`src/rtl/pe_flit_tx.sv`:
```
// Transmit-side flit injector for one mesh router local port: sends a latched
// number of single-flit packets with a programmable idle gap, honouring backpressure.
module pe_flit_tx #(
  parameter logic [2:0] MY_ID      = 3'd0,
  parameter int         DATA_WIDTH = 32
) (
  input  logic                  clk,
  input  logic                  rst_n,
  input  logic                  enable_wire,
  input  logic [2:0]            send_num_wire,
  input  logic [3:0]            rate_wire,
  input  logic [23:0]           dst_seq_wire,
  input  logic                  flush_wire,
  input  logic                  full,
  output logic [DATA_WIDTH-1:0] data_p2r,
  output logic                  valid_p2r,
  output logic                  task_send_finish_flag,
  output logic [2:0]            sent_cnt
);

  typedef enum logic [1:0] {IDLE, GAP, SEND, DONE} state_e;

  state_e                  state_q, state_d;
  logic [7:0]              ts_q;
  logic [2:0]              num_q, num_d;
  logic [3:0]              rate_q, rate_d;
  logic [23:0]             dst_q, dst_d;
  logic [2:0]              idx_q, idx_d;
  logic [2:0]              cnt_q, cnt_d;
  logic [3:0]              gap_q, gap_d;
  logic [DATA_WIDTH-1:0]   data_q, data_d;
  logic                    valid_q, valid_d;
  logic                    flag_q, flag_d;

  // Flit i's destination lives at dst_seq[3i+2:3i].
  function automatic logic [31:0] mk_flit(input logic [23:0] seq, input logic [2:0] i,
                                          input logic [7:0] ts);
    logic [4:0]  pos;
    logic [23:0] sh;
    pos = {2'b00, i} + {1'b0, i, 1'b0};
    sh  = seq >> pos;
    return {sh[2:0], MY_ID, i, ts, 15'd0};
  endfunction

  always_comb begin
    state_d = state_q;
    num_d   = num_q;
    rate_d  = rate_q;
    dst_d   = dst_q;
    idx_d   = idx_q;
    cnt_d   = cnt_q;
    gap_d   = gap_q;
    data_d  = data_q;
    valid_d = 1'b0;
    flag_d  = 1'b0;
    if (flush_wire) begin
      state_d = IDLE;
      cnt_d   = 3'd0;
    end else begin
      case (state_q)
        IDLE: if (enable_wire) begin
          num_d  = send_num_wire;
          rate_d = rate_wire;
          dst_d  = dst_seq_wire;
          idx_d  = 3'd0;
          cnt_d  = 3'd0;
          if (send_num_wire == 3'd0) begin
            state_d = DONE;
            flag_d  = 1'b1;
          end else if (rate_wire == 4'd0) begin
            state_d = SEND;
            valid_d = 1'b1;
            data_d  = mk_flit(dst_seq_wire, 3'd0, ts_q);
          end else begin
            state_d = GAP;
            gap_d   = rate_wire;
          end
        end
        GAP: if (gap_q == 4'd1) begin
          state_d = SEND;
          valid_d = 1'b1;
          data_d  = mk_flit(dst_q, idx_q, ts_q);
        end else begin
          gap_d = gap_q - 4'd1;
        end
        SEND: if (full) begin
          valid_d = 1'b1;
        end else begin
          idx_d = idx_q + 3'd1;
          cnt_d = cnt_q + 3'd1;
          if (cnt_d == num_q) begin
            state_d = DONE;
            flag_d  = 1'b1;
          end else if (rate_q == 4'd0) begin
            valid_d = 1'b1;
            data_d  = mk_flit(dst_q, idx_d, ts_q);
          end else begin
            state_d = GAP;
            gap_d   = rate_q;
          end
        end
        DONE: if (!enable_wire) state_d = IDLE;
              else              flag_d  = 1'b1;
        default: state_d = IDLE;
      endcase
    end
  end

  always_ff @(posedge clk or negedge rst_n) begin
    if (!rst_n) begin
      state_q <= IDLE;
      ts_q    <= 8'd0;
      num_q   <= 3'd0;
      rate_q  <= 4'd0;
      dst_q   <= 24'd0;
      idx_q   <= 3'd0;
      cnt_q   <= 3'd0;
      gap_q   <= 4'd0;
      data_q  <= '0;
      valid_q <= 1'b0;
      flag_q  <= 1'b0;
    end else begin
      state_q <= state_d;
      ts_q    <= ts_q + 8'd1;
      num_q   <= num_d;
      rate_q  <= rate_d;
      dst_q   <= dst_d;
      idx_q   <= idx_d;
      cnt_q   <= cnt_d;
      gap_q   <= gap_d;
      data_q  <= data_d;
      valid_q <= valid_d;
      flag_q  <= flag_d;
    end
  end

  assign data_p2r              = data_q;
  assign valid_p2r             = valid_q;
  assign task_send_finish_flag = flag_q;
  assign sent_cnt              = cnt_q;

endmodule

```
`config.mk`:
```
export PLATFORM = sky130hd
export DESIGN_NAME = pe_flit_tx
export DESIGN_NICKNAME = d
export VERILOG_FILES = /design/src/rtl/pe_flit_tx.sv
export SDC_FILE = /design/constraint.sdc
export NUM_CORES = 1
export LEC_CHECK = 0
export CORE_MARGIN = 2
export CORE_UTILIZATION = 25
export CTS_BUF_LIST = sky130_fd_sc_hd__clkbuf_8
export CTS_CLUSTER_SIZE = 28
export DETAILED_ROUTE_END_ITERATION = 8
export HOLD_SLACK_MARGIN = 0.08
export PLACE_DENSITY_LB_ADDON = 0.3
export SETUP_SLACK_MARGIN = 0.02
export SYNTH_ARGS = -nofsm -noshare
export SYNTH_HDL_FRONTEND = slang
export SYNTH_SLANG_ARGS = --single-unit
```
`constraint.sdc`:
```
create_clock -name clk -period 3.35 [get_ports clk]
set_input_delay 0.67 -clock clk [delete_from_list [all_inputs] [get_ports clk]]
set_output_delay 0.67 -clock clk [all_outputs]
set_load 0.03 [all_outputs]
```
* Word-level counts from Yosys, hierarchy flattened
Index checks and enable logic that the tools add are counted.
W data, S select, Z words.
** Operators by class
- Shift operators :: 2
- $add $sub $neg :: 6
- Equality and inequality tests :: 20
- Reductions and logical operators :: 13
- Multiplexer cells :: 48
- Bitwise logic cells :: 1
** Operators by type and width (number)
- $mux W32 :: 7
- $pmux W32 S3 :: 1
- $shr A24 B5 Y3 :: 2
- $mux W4 :: 7
- $ne A2 B2 Y1 const B :: 10
- $mux W2 :: 9
- $reduce_and A9 Y1 :: 2
- $mux W1 :: 14
- $mux W3 :: 4
- $ne A3 B3 Y1 const B :: 4
- $pmux W3 S2 :: 2
- $pmux W4 S3 :: 1
- $add A3 B4 Y5 :: 2
- $add A8 B1 Y8 const B :: 1
- $logic_not A4 Y1 :: 2
- $pmux W2 S4 :: 1
- $add A3 B1 Y3 const B :: 2
- $pmux W1 S3 :: 2
- $reduce_and A3 Y1 :: 2
- $reduce_bool A3 Y1 :: 2
- $reduce_and A5 Y1 :: 1
- $eq A2 B2 Y1 const B :: 2
- $eq A4 B1 Y1 const B :: 1
- $ne A4 B4 Y1 const B :: 1
- other kinds (8) :: 8
** Word-level totals
- Register bits :: 85
- Output and inout port bits :: 37
- Input bits :: 36

* Logic depth before layout (Yosys ltp)
Gate-level depths: netlist of run 1.
- Depth after elaboration :: 7
- Gate-level depth with buffers :: 12
- Mapped depth without buffers :: 10

* Worst setup path before layout of run 1
OpenSTA, ideal clock, no wires.
- Path type :: register to register
- Start point :: reg idx_q[1]
- End point :: reg data_q[31] (netlist: data_p2r[31])
- Path slack :: -0.013 ns
- Path buffers :: 1
- Arrival :: 3.281 ns
- Cell stages (with the launch flop) :: 12
- Library setup time :: 0.082 ns
- Path through :: dfrtp_1 -> ha_1 -> clkbuf_1 -> xor2_1 -> inv_1 -> fa_1 -> inv_1 -> mux2i_2 -> mux2_1 -> o221a_1 -> or4_1 -> a31oi_1
** On the way
- Longest elaborated chain between the ends :: 7
** Ends and longest elaborated chain
- from (decl) :: RTL line 28 : logic [2:0] idx_q, idx_d;
- from (signal assigned) :: RTL line 128 : idx_q <= idx_d;
- $add A3 B1 Y3 :: RTL line 89 : idx_d = idx_q + 3'd1;
- $add A3 B4 Y5 :: RTL line 40 : pos = {2'b00, i} + {1'b0, i, 1'b0};
- $shr A24 B5 Y3 :: RTL line 41 : sh = seq >> pos;
- $mux W32 :: RTL line 94 : end else if (rate_q == 4'd0) begin
- $mux W32 :: RTL line 91 : if (cnt_d == num_q) begin
- $mux W32 :: RTL line 86 : SEND: if (full) begin
- $pmux W32 S3 * :: RTL line 60 : case (state_q)
- to (signal assigned) :: RTL line 131 : data_q <= data_d;
- to (decl) :: RTL line 31 : logic [DATA_WIDTH-1:0] data_q, data_d;
Every way passes the cells marked *; elsewhere a longest branch is shown, timed or not. The select of a mux whose other input is x is not followed.
A chain may end at the register's enable or synchronous reset.

* Final worst setup path of run 1
- Start point :: reg idx_q[0]
- End point :: reg data_q[31] (netlist: data_p2r[31])
The elaborated chain is that of the path after synthesis.

==> out/metrics.yaml, run 1 <==
status: "finished clean"
syn_to_final_growth_pct: 24.1
fin_tns_setup_ps: 0
final_nets: 458
yosys.area_share.simple: 0.0965
crit_chain: "inv_1 > ha_1 > fa_1 > inv_1 > mux2i_4 > mux2_1 > o221a_1 > or4_1 > a31oi_1"
num_rows: 45
clockBufferDepth: 2
worstPathBufferInverterCount: 2
vias: 2813
cts_setup_buffers: 0
htree_levels: 3
maxSlewHeadroom: 0.583
cts_tree: "yes"
hold_path.class: "in -> async"
timing.hold.ws_ps: 211
yosys.area_share.xor_xnor: 0.0487
crit_fanout: 5
cts_sinks: 67
drive_gt1_frac: 0.219
yosys-top-cells-area: "dfrtp_1 (42%), mux2_2 (13%), mux4_2 (6.3%)"
period_share: 0.901
cp.arrival_ps: 3300
crit_slowest_cell: "fa_1"
yosys_warnings: 0
vdd_ir_drop_max_v: 0.000268
cellPowerDensity_mw_per_mm2: 830
die_width_microns: 130
async_reset_ff_frac: 1.00
fmax_mhz: 331
routed_wl_microns: 8710
insertion_delay_ps: 360
root_buffer: "clkbuf_8"
drc: 0
yosysTopAreaCell: "dfrtp_1"
synth-edff-count: 0
fillers: 1583
cpMostUsedCell: "inv_1"
synth_compound_area_frac: 0.0829
wl_per_cell_microns: 14.0
power.static_leakage_nw: 2.09
post_dp_cell_area_sq_mm: 0.00469
synth-seq-cells: 67
synth_common_cells: "dfrtp_1 (67), mux2_2 (45), buf_4 (22), nand2_1 (22), nor2_1 (19)"
io_pins: 73
place_inst: 606
cp.required_ps: 3630
die_y_microns: 130
antenna_found_initial: 0
finalHoldViolCount: 0
synth_top_family_by_area: "multiplexers"
start_util: 0.258
first_pass_iters: 4
place_hpwl_microns: 6550
grt_first_pass_wirelength_microns: 14900
numCtsBuffers: 9
setup.worst_path.start_class: "flip-flop"
final_area_sq_mm: 0.00491
crit_type: "reg -> reg"
overflow: 0
synth_fa_ha_area_frac: 0.0544
drv_cap: 0
slowest_delay_ps: 560
first_global_vias: 2874
grt_max_degree: 32
critPathTopFamily: "adder cells"
drt-vias-per-instance: 4.52
syn_inst: 346
antenna_left: 0
worst_setup_path_end_kind: "flip-flop"
yosysSeqAreaShare: 0.424
die-area_sq_mm: 0.0168
synth.area.mux_share: 0.225
core_area_sq_mm: 0.0153
ys_types: 54
yosysMostFrequentCell: "dfrtp_1"
gp_congestion: 0.832
worstMarginPinSlew_ps: 625
slew_violations: 0
io_buffer_count: 54
syn-cell-area_sq_mm: 0.00396
yosys.area.top_type_share: 0.424
drt-initial-drc-count: 155
clk_pin_slew_ps: 80
setup_viol: 0
fin_cells: 622
synth_ff_type: "dfrtp_1"
syn_area_per_cell_sq_um: 11.4
fin_util: 0.321
grt_usage: 0.112
n_antenna_cell: 0
rsz0062_at_grt: "no"
fin_skew_ps: 12.9
period_needed_ps: 3020
cell usage in the layout (no fill, tap or decap), drive strengths merged, types with 10 or more instances in the layout:
master         instances
a21oi                 13
buf                   11
clkdlybuf4s50         53
conb                  18
dfrtp                 67
ha                    14
inv                   19
mux2                  46
mux2i                 12
mux4                  11
nand2                 22
nand3                 10
nor2                  19
o21ai                 10
stage by stage:
| step | power [W] | setup slack (ps) |
|---|---|---|
| final | 0.00407 | 331 |
| after global routing | 0.00439 | 96.2 |
| after CTS | 0.00413 | 204 |
| after detailed placement | 0.00338 | 238 |
| after global placement | 0.00335 | 286 |
| after floorplan | 0.00283 | 80.3 |
kinds of logic after synthesis:
family,Yosys count
buffers and inverters,47
AOI/OAI and AO/OA,49
adders and majority gates,16
xor gates and xnor gates,18
DFF,67
other,1
and+or+nand+nor,79
muxes,69
path summary, 6_finish.rpt:
check                         start      endpoint  slack (ps)  cells after the start
max                        idx_q[0]  data_p2r[31]         330                      9
min                           rst_n   sent_cnt[0]         210                      1
max reg2reg                idx_q[0]  data_p2r[31]         330                      9
min reg2reg                 ts_q[7]       ts_q[7]         480                      1
max in group asynchronous     rst_n     dst_q[17]        2450                      2
min in group clk            ts_q[7]       ts_q[7]         480                      1
metal layers:
layer  part of all wire  global-route usage
met5                  0                   0
met1               0.47               0.152
met3              0.056              0.0328
met4              0.013              0.0354
met2               0.46               0.172
sequential cells by signal, indices dropped and copies added (netlist names):
signal                 cells
ts_q                       8
sent_cnt                   3
valid_p2r                  1
idx_q                      3
num_q                      3
data_p2r                  14
state_q                    2
gap_q                      4
task_send_finish_flag      1
rate_q                     4
dst_q                     24
power breakdown:
part | total, W | leakage [nW] | internal (W) | switching, W
Clock | 0.000717 | 0.0988 | 0.000356 | 0.000361
Sequential | 0.00137 | 0.820 | 0.00111 | 0.000255
Combinational | 0.00199 | 1.17 | 0.000990 | 0.000997
final cells by class:
type | instances | area, sq um | area share
inverters | 15 | 56.3 | 0.0115
clock inverters | 7 | 82.6 | 0.0168
multi-input cells | 249 | 2100 | 0.427
well taps | 211 | 264 | 0.0538
flip-flops and latches | 67 | 1680 | 0.341
repair buffers | 64 | 611 | 0.124
clock buffers | 9 | 124 | 0.0252
what timing repair did:
action	in CTS	in global routing
hold buffers	0	0
hold endpoints to repair	0	0
resized for setup	0	2
endpoints found under the setup margin	0	2
Note: power is estimated with default switching activity, not from simulation.
==> run 2: changes to the inputs <==
CAP_MARGIN = 20   (was unset)
CORE_MARGIN = 3   (was 2)
SLEW_MARGIN = 20   (was unset)
==> out/metrics.yaml, run 2 (same netlist as run 1, synthesis figures left out) <==
n_antenna_cell: 0
die-area_sq_mm: 0.0174
first_pass_iters: 7
setup_slack_ps: 239
vias: 2820
numCtsBuffers: 9
overflow: 0
cellPowerDensity_mw_per_mm2: 834
status: "finished clean"
slew_violations: 0
holdBufCountCts: 0
antenna_left: 0
finalHoldViolCount: 0
gr-usage-met2: 0.168
drt-initial-drc-count: 114
htree_levels: 3
grt-busiest-layer: "met2"
worst_setup_path_end_kind: "flip-flop"
cts_setup_buffers: 0
crit_fanout: 6
clk_pin_slew_ps: 70
fin_cells: 620
drv_cap: 0
rr_endpoint: "data_p2r[31]"
place_hpwl_microns: 6490
layout_commonest_cell: "dfrtp_1"
reg2reg_slack_ps: 240
antenna_found_initial: 0
grt_usage: 0.109
cp.arrival_ps: 3390
regMostFlops: "dst_q"
fin_skew_ps: 11.8
r2r_cells: 10
worstMarginPinSlew_ps: 788
setup_viol: 0
die_width_microns: 132
final_nets: 456
use_met3: 0.0248
vdd_ir_drop_max_v: 0.000311
period_needed_ps: 3110
hold_path.class: "in -> async"
fmax_mhz: 321
drive_gt1_frac: 0.210
gp_congestion: 0.834
clockBufferDepth: 2
io_pins: 73
layout_common_cells: "dfrtp_1 (67), clkdlybuf4s50_1 (53), mux2_2 (45)"
crit_type: "reg -> reg"
start_util: 0.257
place_ws_ps: 220
drt-vias-per-instance: 4.55
period_share: 0.929
r2r_start: "idx_q[1]"
power.static_leakage_nw: 2.09
rsz0062_at_grt: "no"
first_global_vias: 2915
syn_to_final_growth_pct: 23.8
routed_wl_microns: 8890
num_rows: 45
insertion_delay_ps: 360
die_y_microns: 132
grtUsageMet1: 0.142
largest_reg_flops: 24
wl_per_cell_microns: 14.3
grt_max_degree: 36
cts_sinks: 67
maxSlewHeadroom: 0.474
cp.required_ps: 3630
cts_tree: "yes"
fin_tns_setup_ps: 0
drc: 0
place_inst: 604
grt_first_pass_wirelength_microns: 15200
core_area_sq_mm: 0.0154
io_buffer_count: 54
setup.worst_path.start_class: "flip-flop"
root_buffer: "clkbuf_8"
[run 2: cell types whose count changed in the layout (fill, tap and decap cells not counted), sizes merged]
cell / before / now
clkinvlp: 2 / 1
clkinv: 0 / 2
inv: 19 / 17
bufinv: 1 / 2
buf: 11 / 9
[run 2: layer usage]
metal | up-vias | routed length (microns)
li1 | 1323 | -
met1 | 1413 | 4150
met2 | 70 | 4160
met3 | 14 | 375
met4 | 0 | 207
met5 | - | 0
[run 2: timing repair]
action / in CTS / in global routing
resized for setup: 0 / 1
setup endpoints to repair: 0 / 2
hold endpoints to repair: 0 / 0
[run 2: critical path, stage by stage, from the launching register on]
cell     delay, ps
dfrtp_1        460
ha_2           310
xor2_1         220
inv_1           80
fa_1           500
inv_1           60
mux2i_4        150
mux2_1         340
o221a_1        240
or4_1          490
a31oi_1        170
[run 2: worst max-delay path by stage]
stage | startpoint | to | slack (ps) | cells after the start
finish | idx_q[1] | data_p2r[31] | 240 | 10
global route | idx_q[1] | data_p2r[31] | 70 | 10
CTS | idx_q[1] | data_p2r[31] | 190 | 10
detailed placement | idx_q[1] | data_p2r[31] | 220 | 10
global placement | idx_q[1] | data_p2r[31] | 290 | 10
floorplan | idx_q[1] | data_p2r[31] | 80 | 11
[run 2: through the flow]
| stage | total power [W] | util | hold slack [ps] | cell area (sq um) |
|---|---|---|---|---|
| global route | 0.00441 | 0.319 | 433 | 4900 |
| detailed placement | 0.00338 | 0.305 | 475 | 4690 |
| floorplan | 0.00283 | - | 374 | 4030 |
| finish | 0.00408 | 0.319 | 386 | 4900 |
| global placement | 0.00335 | 0.305 | 460 | 4690 |
| CTS | 0.00415 | 0.319 | 391 | 4900 |
[run 2: cell type report]
type | instances | area, sq um
Timing Repair Buffer | 62 | 608
Clock buffer | 9 | 124
Fill cell | 1583 | 10500
Clock inverter | 7 | 85.1
Sequential cell | 67 | 1680
Tap cell | 211 | 264
Multi-Input combinational cell | 249 | 2090
Inverter | 15 | 56.3
[run 2: where the power goes]
part | switching (W) | internal, W | leakage (nW) | total [W]
Clock | 0.000325 | 0.000411 | 0.112 | 0.000736
Sequential | 0.000254 | 0.00111 | 0.820 | 0.00137
Combinational | 0.000995 | 0.000985 | 1.16 | 0.00198
==> run 3: changes to the inputs <==
REMOVE_ABC_BUFFERS = 1   (was unset)
==> out/metrics.yaml, run 3 (same netlist as run 1, synthesis figures left out) <==
status: "finished clean"
drv_cap: 0
first_pass_iters: 4
antenna_left: 0
die-area_sq_mm: 0.0174
first_global_vias: 3050
clk_pin_slew_ps: 80
worstMarginPinSlew_ps: 636
core_area_sq_mm: 0.0154
cell_internal_pwr_w: 0.00246
p_seq_frac: 0.341
io_buffer_count: 54
cellPowerDensity_mw_per_mm2: 825
comb_power_share: 0.491
hold_path.class: "in -> async"
clkPwrFrac: 0.168
period_share: 0.910
fin_skew_ps: 16.2
fin_util: 0.318
io_pins: 73
rsz0062_at_grt: "no"
root_buffer: "clkbuf_8"
reg2reg_slack_ps: 300
antenna_found_initial: 0
die_y_microns: 132
crit_fanout: 6
vdd_ir_drop_max_v: 0.000338
cp.required_ps: 3640
cts_resized: 0
grt_first_pass_wirelength_microns: 15600
drive_gt1_frac: 0.214
worst_setup_path_end_kind: "flip-flop"
cts_tree: "yes"
final_area_sq_mm: 0.00489
layout_commonest_cell: "dfrtp_1"
timing.hold.ws_ps: 236
place_inst: 606
drc: 0
slew_violations: 0
largest_reg_flops: 24
setup.worst_path.start_class: "flip-flop"
die_width_microns: 132
grt_max_degree: 52
worstSetupStartpoint: "idx_q[1]"
final_nets: 458
r2r_start: "idx_q[1]"
syn_to_final_growth_pct: 23.6
overflow: 0
start_util: 0.257
layout_common_cells: "dfrtp_1 (67), clkdlybuf4s50_1 (53), mux2_2 (45)"
cts_setup_buffers: 0
crit_type: "reg -> reg"
setup_viol: 0
r2r_cells: 10
drt-vias-per-instance: 4.55
numCtsBuffers: 9
maxSlewHeadroom: 0.573
period_needed_ps: 3050
vias: 2831
rr_endpoint: "data_p2r[31]"
finalHoldViolCount: 0
wl_per_cell_microns: 14.7
place_hpwl_microns: 6820
num_rows: 45
p_sw_frac: 0.391
grt_usage: 0.111
regMostFlops: "dst_q"
clockBufferDepth: 2
fin_cells: 622
holdBufCountCts: 0
insertion_delay_ps: 360
power.static_leakage_nw: 2.10
gp_congestion: 0.799
cp.arrival_ps: 3330
routed_wl_microns: 9150
htree_levels: 3
cp-endpoint: "data_p2r[31]"
drt-initial-drc-count: 184
fillers: 1541
cts_sinks: 67
n_antenna_cell: 0
post_dp_cell_area_sq_mm: 0.00469
fmax_mhz: 328
p_switching_w: 0.00158
## run 3: changes by cell type in the layout (fill, tap and decap cells not counted)
| cell | change |
|---|---|
| buf_4 | +2 |
| bufinv_16 | -1 |
| clkbuf_8 | +1 |
| clkinv_2 | +1 |
| ha_1 | +1 |
| ha_2 | -1 |
| inv_1 | -1 |
| mux2i_2 | +1 |
| mux2i_4 | -1 |
## run 3: how the worst min path moves through the flow
stage,start,to,depth (start not counted)
2_1_floorplan,rst_n,data_p2r[15],0
3_3_place_gp,ts_q[7],ts_q[7],1
3_5_place_dp,ts_q[7],ts_q[7],1
4_1_cts,rst_n,data_p2r[17],1
5_1_grt,rst_n,data_p2r[17],1
6_report,rst_n,data_p2r[17],1
## run 3: cell type report
cell class	instances	area, sq um	share of cell area
clock inverter	6	56.3	0.0115
sequential	67	1680	0.343
timing repair buffer	64	623	0.127
clock buffer	10	138	0.0282
tap	211	264	0.0540
multi-input combinational	249	2070	0.424
inverter	15	56.3	0.0115
## run 3: per-layer routing
| layer | wire, microns | up-vias | global-route usage |
|---|---|---|---|
| li1 | - | 1325 | - |
| met1 | 4190 | 1411 | 0.141 |
| met2 | 4270 | 81 | 0.177 |
| met3 | 516 | 14 | 0.0397 |
| met4 | 165 | 0 | 0.0397 |
| met5 | 0 | - | 0 |
## run 3: power by group through the flow
stage	registers [W]	logic [W]	clock network, W
3_5_place_dp	0.00139	0.00200	0
3_3_place_gp	0.00138	0.00196	0
2_1_floorplan	0.00144	0.00132	0
5_1_grt	0.00143	0.00217	0.000751
6_report	0.00137	0.00198	0.000677
4_1_cts	0.00138	0.00200	0.000729
## run 3: stage by stage
| step | total power [W] | setup slack (ps) | TNS, ps |
|---|---|---|---|
| 2_1_floorplan | 0.00276 | -161 | -161 |
| 3_3_place_gp | 0.00334 | 396 | 0 |
| 3_5_place_dp | 0.00339 | 318 | 0 |
| 4_1_cts | 0.00411 | 283 | 0 |
| 5_1_grt | 0.00435 | 22.2 | 0 |
| 6_report | 0.00403 | 302 | 0 |
## run 3: worst max-delay path: stages (launching register included)
cell and delay [ps]:
dfrtp_1 480, ha_1 230, xor2_1 190, inv_1 80, fa_1 500, inv_1 40
mux2i_2 180, mux2_1 350, o221a_1 230, or4_1 500, a31oi_1 170
==> RTL change: new RTL, config.mk and constraints of run 1 <==
Re-encode `state_e` (4 states) as Gray code, 2 bits wide.
--- a/src/rtl/pe_flit_tx.sv
+++ b/src/rtl/pe_flit_tx.sv
@@ -20,3 +20,3 @@
 
-  typedef enum logic [1:0] {IDLE, GAP, SEND, DONE} state_e;
+  typedef enum logic [1:0] {IDLE = 2'b00, GAP = 2'b01, SEND = 2'b11, DONE = 2'b10} state_e;
 
Formal check against the unedited RTL: same outputs for any inputs over 4 cycles, from zero or initial values and one cycle with rst_n low; so few cycles prove little.
==> RTL change against run 1 <==
Global-route usage is 0.66 points higher; cell area is 1.7% higher; fmax is 3.7% lower; critical path depth is 1 higher; routed wire length is 7.5% higher; synthesized cell count is 1.2% higher; sequential cell count stayed put; setup slack worse by 0.11 ns; final cell count is 2.3% higher; sequential share of layout area is 0.57 points lower; synthesized area is 0.57% higher; critical path type unchanged; critical endpoint is now data_p2r[29]; highest routed layer unchanged.
Power is not compared: it rests on default switching activity, and its combinational part moved more than twofold at a synthesized area within 25%.
==> RTL change: results <==
group,metric,value,unit
global_route,grt_max_degree,44,
placement,postPlaceCellArea,0.004767,mm2
run_status,status,"finished clean",
drt,avgRoutedWirePerCell,14.71,um
setup_path,cp_top_family,"multiplexers",
cells_and_area,fill_cells,1616,
placement,place.gp.congestion,0.8740,
global_route,grt.total_usage,0.1186,
clock_tree,clkTransAtPathRegs,0.08,ns
global_route,grt_pass1_vias,2942,
setup_path,slowest_delay,0.46,ns
logic_synthesis,yosysUniqueCellTypes,57,
power,p_seq_frac,0.415,
logic_synthesis,yosys-top-cells-count,"dfrtp_1 (67), mux2_2 (46), buf_4 (19), nor2_1 (18)",
drt,avgViaCountPerCell,4.547,
cells_and_area,nNetsFinal,463,
drt,met1_length,4.370,mm
sta,clock-skew-final,0.008349,ns
setup_path,critical_path_arrival,3.37,ns
sta,slew_headroom,0.5003,
setup_path,slowest_stage,"dfrtp_1",
placement,dpl.hpwl,6.892,mm
logic_synthesis,seq_area_frac_synth,0.4214,
global_route,grt_pass1_wl,15.39,mm
cells_and_area,final_layout_size_suffix_gt1_frac,0.2429,
placement,place_ws,0.1400,ns
[RTL change: cell types whose count changed after synthesis, sizes merged, moves of 4 or more]
cell and delta:
mux2i +4, nand2 -6, o21ai +7, a211oi +7, buf -4, nor3 -4
ha -4
[RTL change: final cells by class]
type                       instances  area (um2)  share of cell area
inverter                          13       48.80            0.009772
clock inverter                     5       60.06             0.01203
sequential                        67        1677              0.3358
multi-input combinational        256        2146              0.4297
timing repair buffer              68       640.6              0.1283
clock buffer                      11       151.4             0.03032
tap                              216       270.3             0.05412
[RTL change: routing by layer]
| metal | up-vias | track usage |
|---|---|---|
| li1 | 1373 | - |
| met1 | 1433 | 0.1512 |
| met2 | 77 | 0.1888 |
| met3 | 9 | 0.04100 |
| met4 | 0 | 0.03922 |
| met5 | - | 0 |
[RTL change: power by group through the flow]
stage / sequential (mW) / clock (mW) / combinational [mW]
finish: 1.15 / 0.731 / 0.895
global route: 1.18 / 0.789 / 0.967
CTS: 1.16 / 0.752 / 0.904
detailed placement: 1.17 / 0 / 0.897
global placement: 1.16 / 0 / 0.888
floorplan: 1.25 / 0 / 0.478
[RTL change: worst reg2reg max path: stages (launching register included)]
cell and delay [ns]:
dfrtp_1 0.46, ha_1 0.26, xor2_2 0.22, inv_1 0.09, fa_1 0.44, xnor2_2 0.20
mux2_2 0.39, nand2_1 0.19, mux4_2 0.35, a221oi_1 0.30, o22ai_1 0.11
[RTL change: worst paths after layout]
| kind | slack, ns | cells after the start | start | end |
|---|---|---|---|---|
| min in group clk | 0.47 | 1 | ts_q[0] | ts_q[0] |
| max | 0.22 | 10 | idx_q[1] | data_p2r[29] |
| max in group asynchronous | 2.56 | 2 | rst_n | dst_q[3] |
| max reg2reg | 0.22 | 10 | idx_q[1] | data_p2r[29] |
| min reg2reg | 0.47 | 1 | ts_q[0] | ts_q[0] |
| min | 0.30 | 2 | rst_n | sent_cnt[2] |
[RTL change: logic make-up (layout without fill, tap and decap cells)]
logic type,Yosys count,after routing,share of synthesized area
adder cells (fa/ha/maj),12,12,0.04151
XOR/XNOR,19,19,0.05000
buffers and inverters,44,97,0.06038
AO/OA/AOI/OAI,66,66,0.1151
multiplexers,71,71,0.2214
flip-flops,67,67,0.4214
AND/OR/NAND/NOR,70,70,0.08931
other,1,18,0.0009425
[RTL change: what timing repair did]
item | in CTS | in global routing
hold buffers | 0 | 0
endpoints found under the setup margin | 0 | 2
gates resized for setup | 0 | 2
[RTL change: through the flow]
stage | total power [mW] | cells | utilization
floorplan | 1.730 | 367 | -
global placement | 2.053 | 620 | 0.3034
detailed placement | 2.066 | 620 | 0.3034
CTS | 2.812 | 636 | 0.3169
global route | 2.936 | 636 | 0.3178
finish | 2.779 | 636 | 0.3178
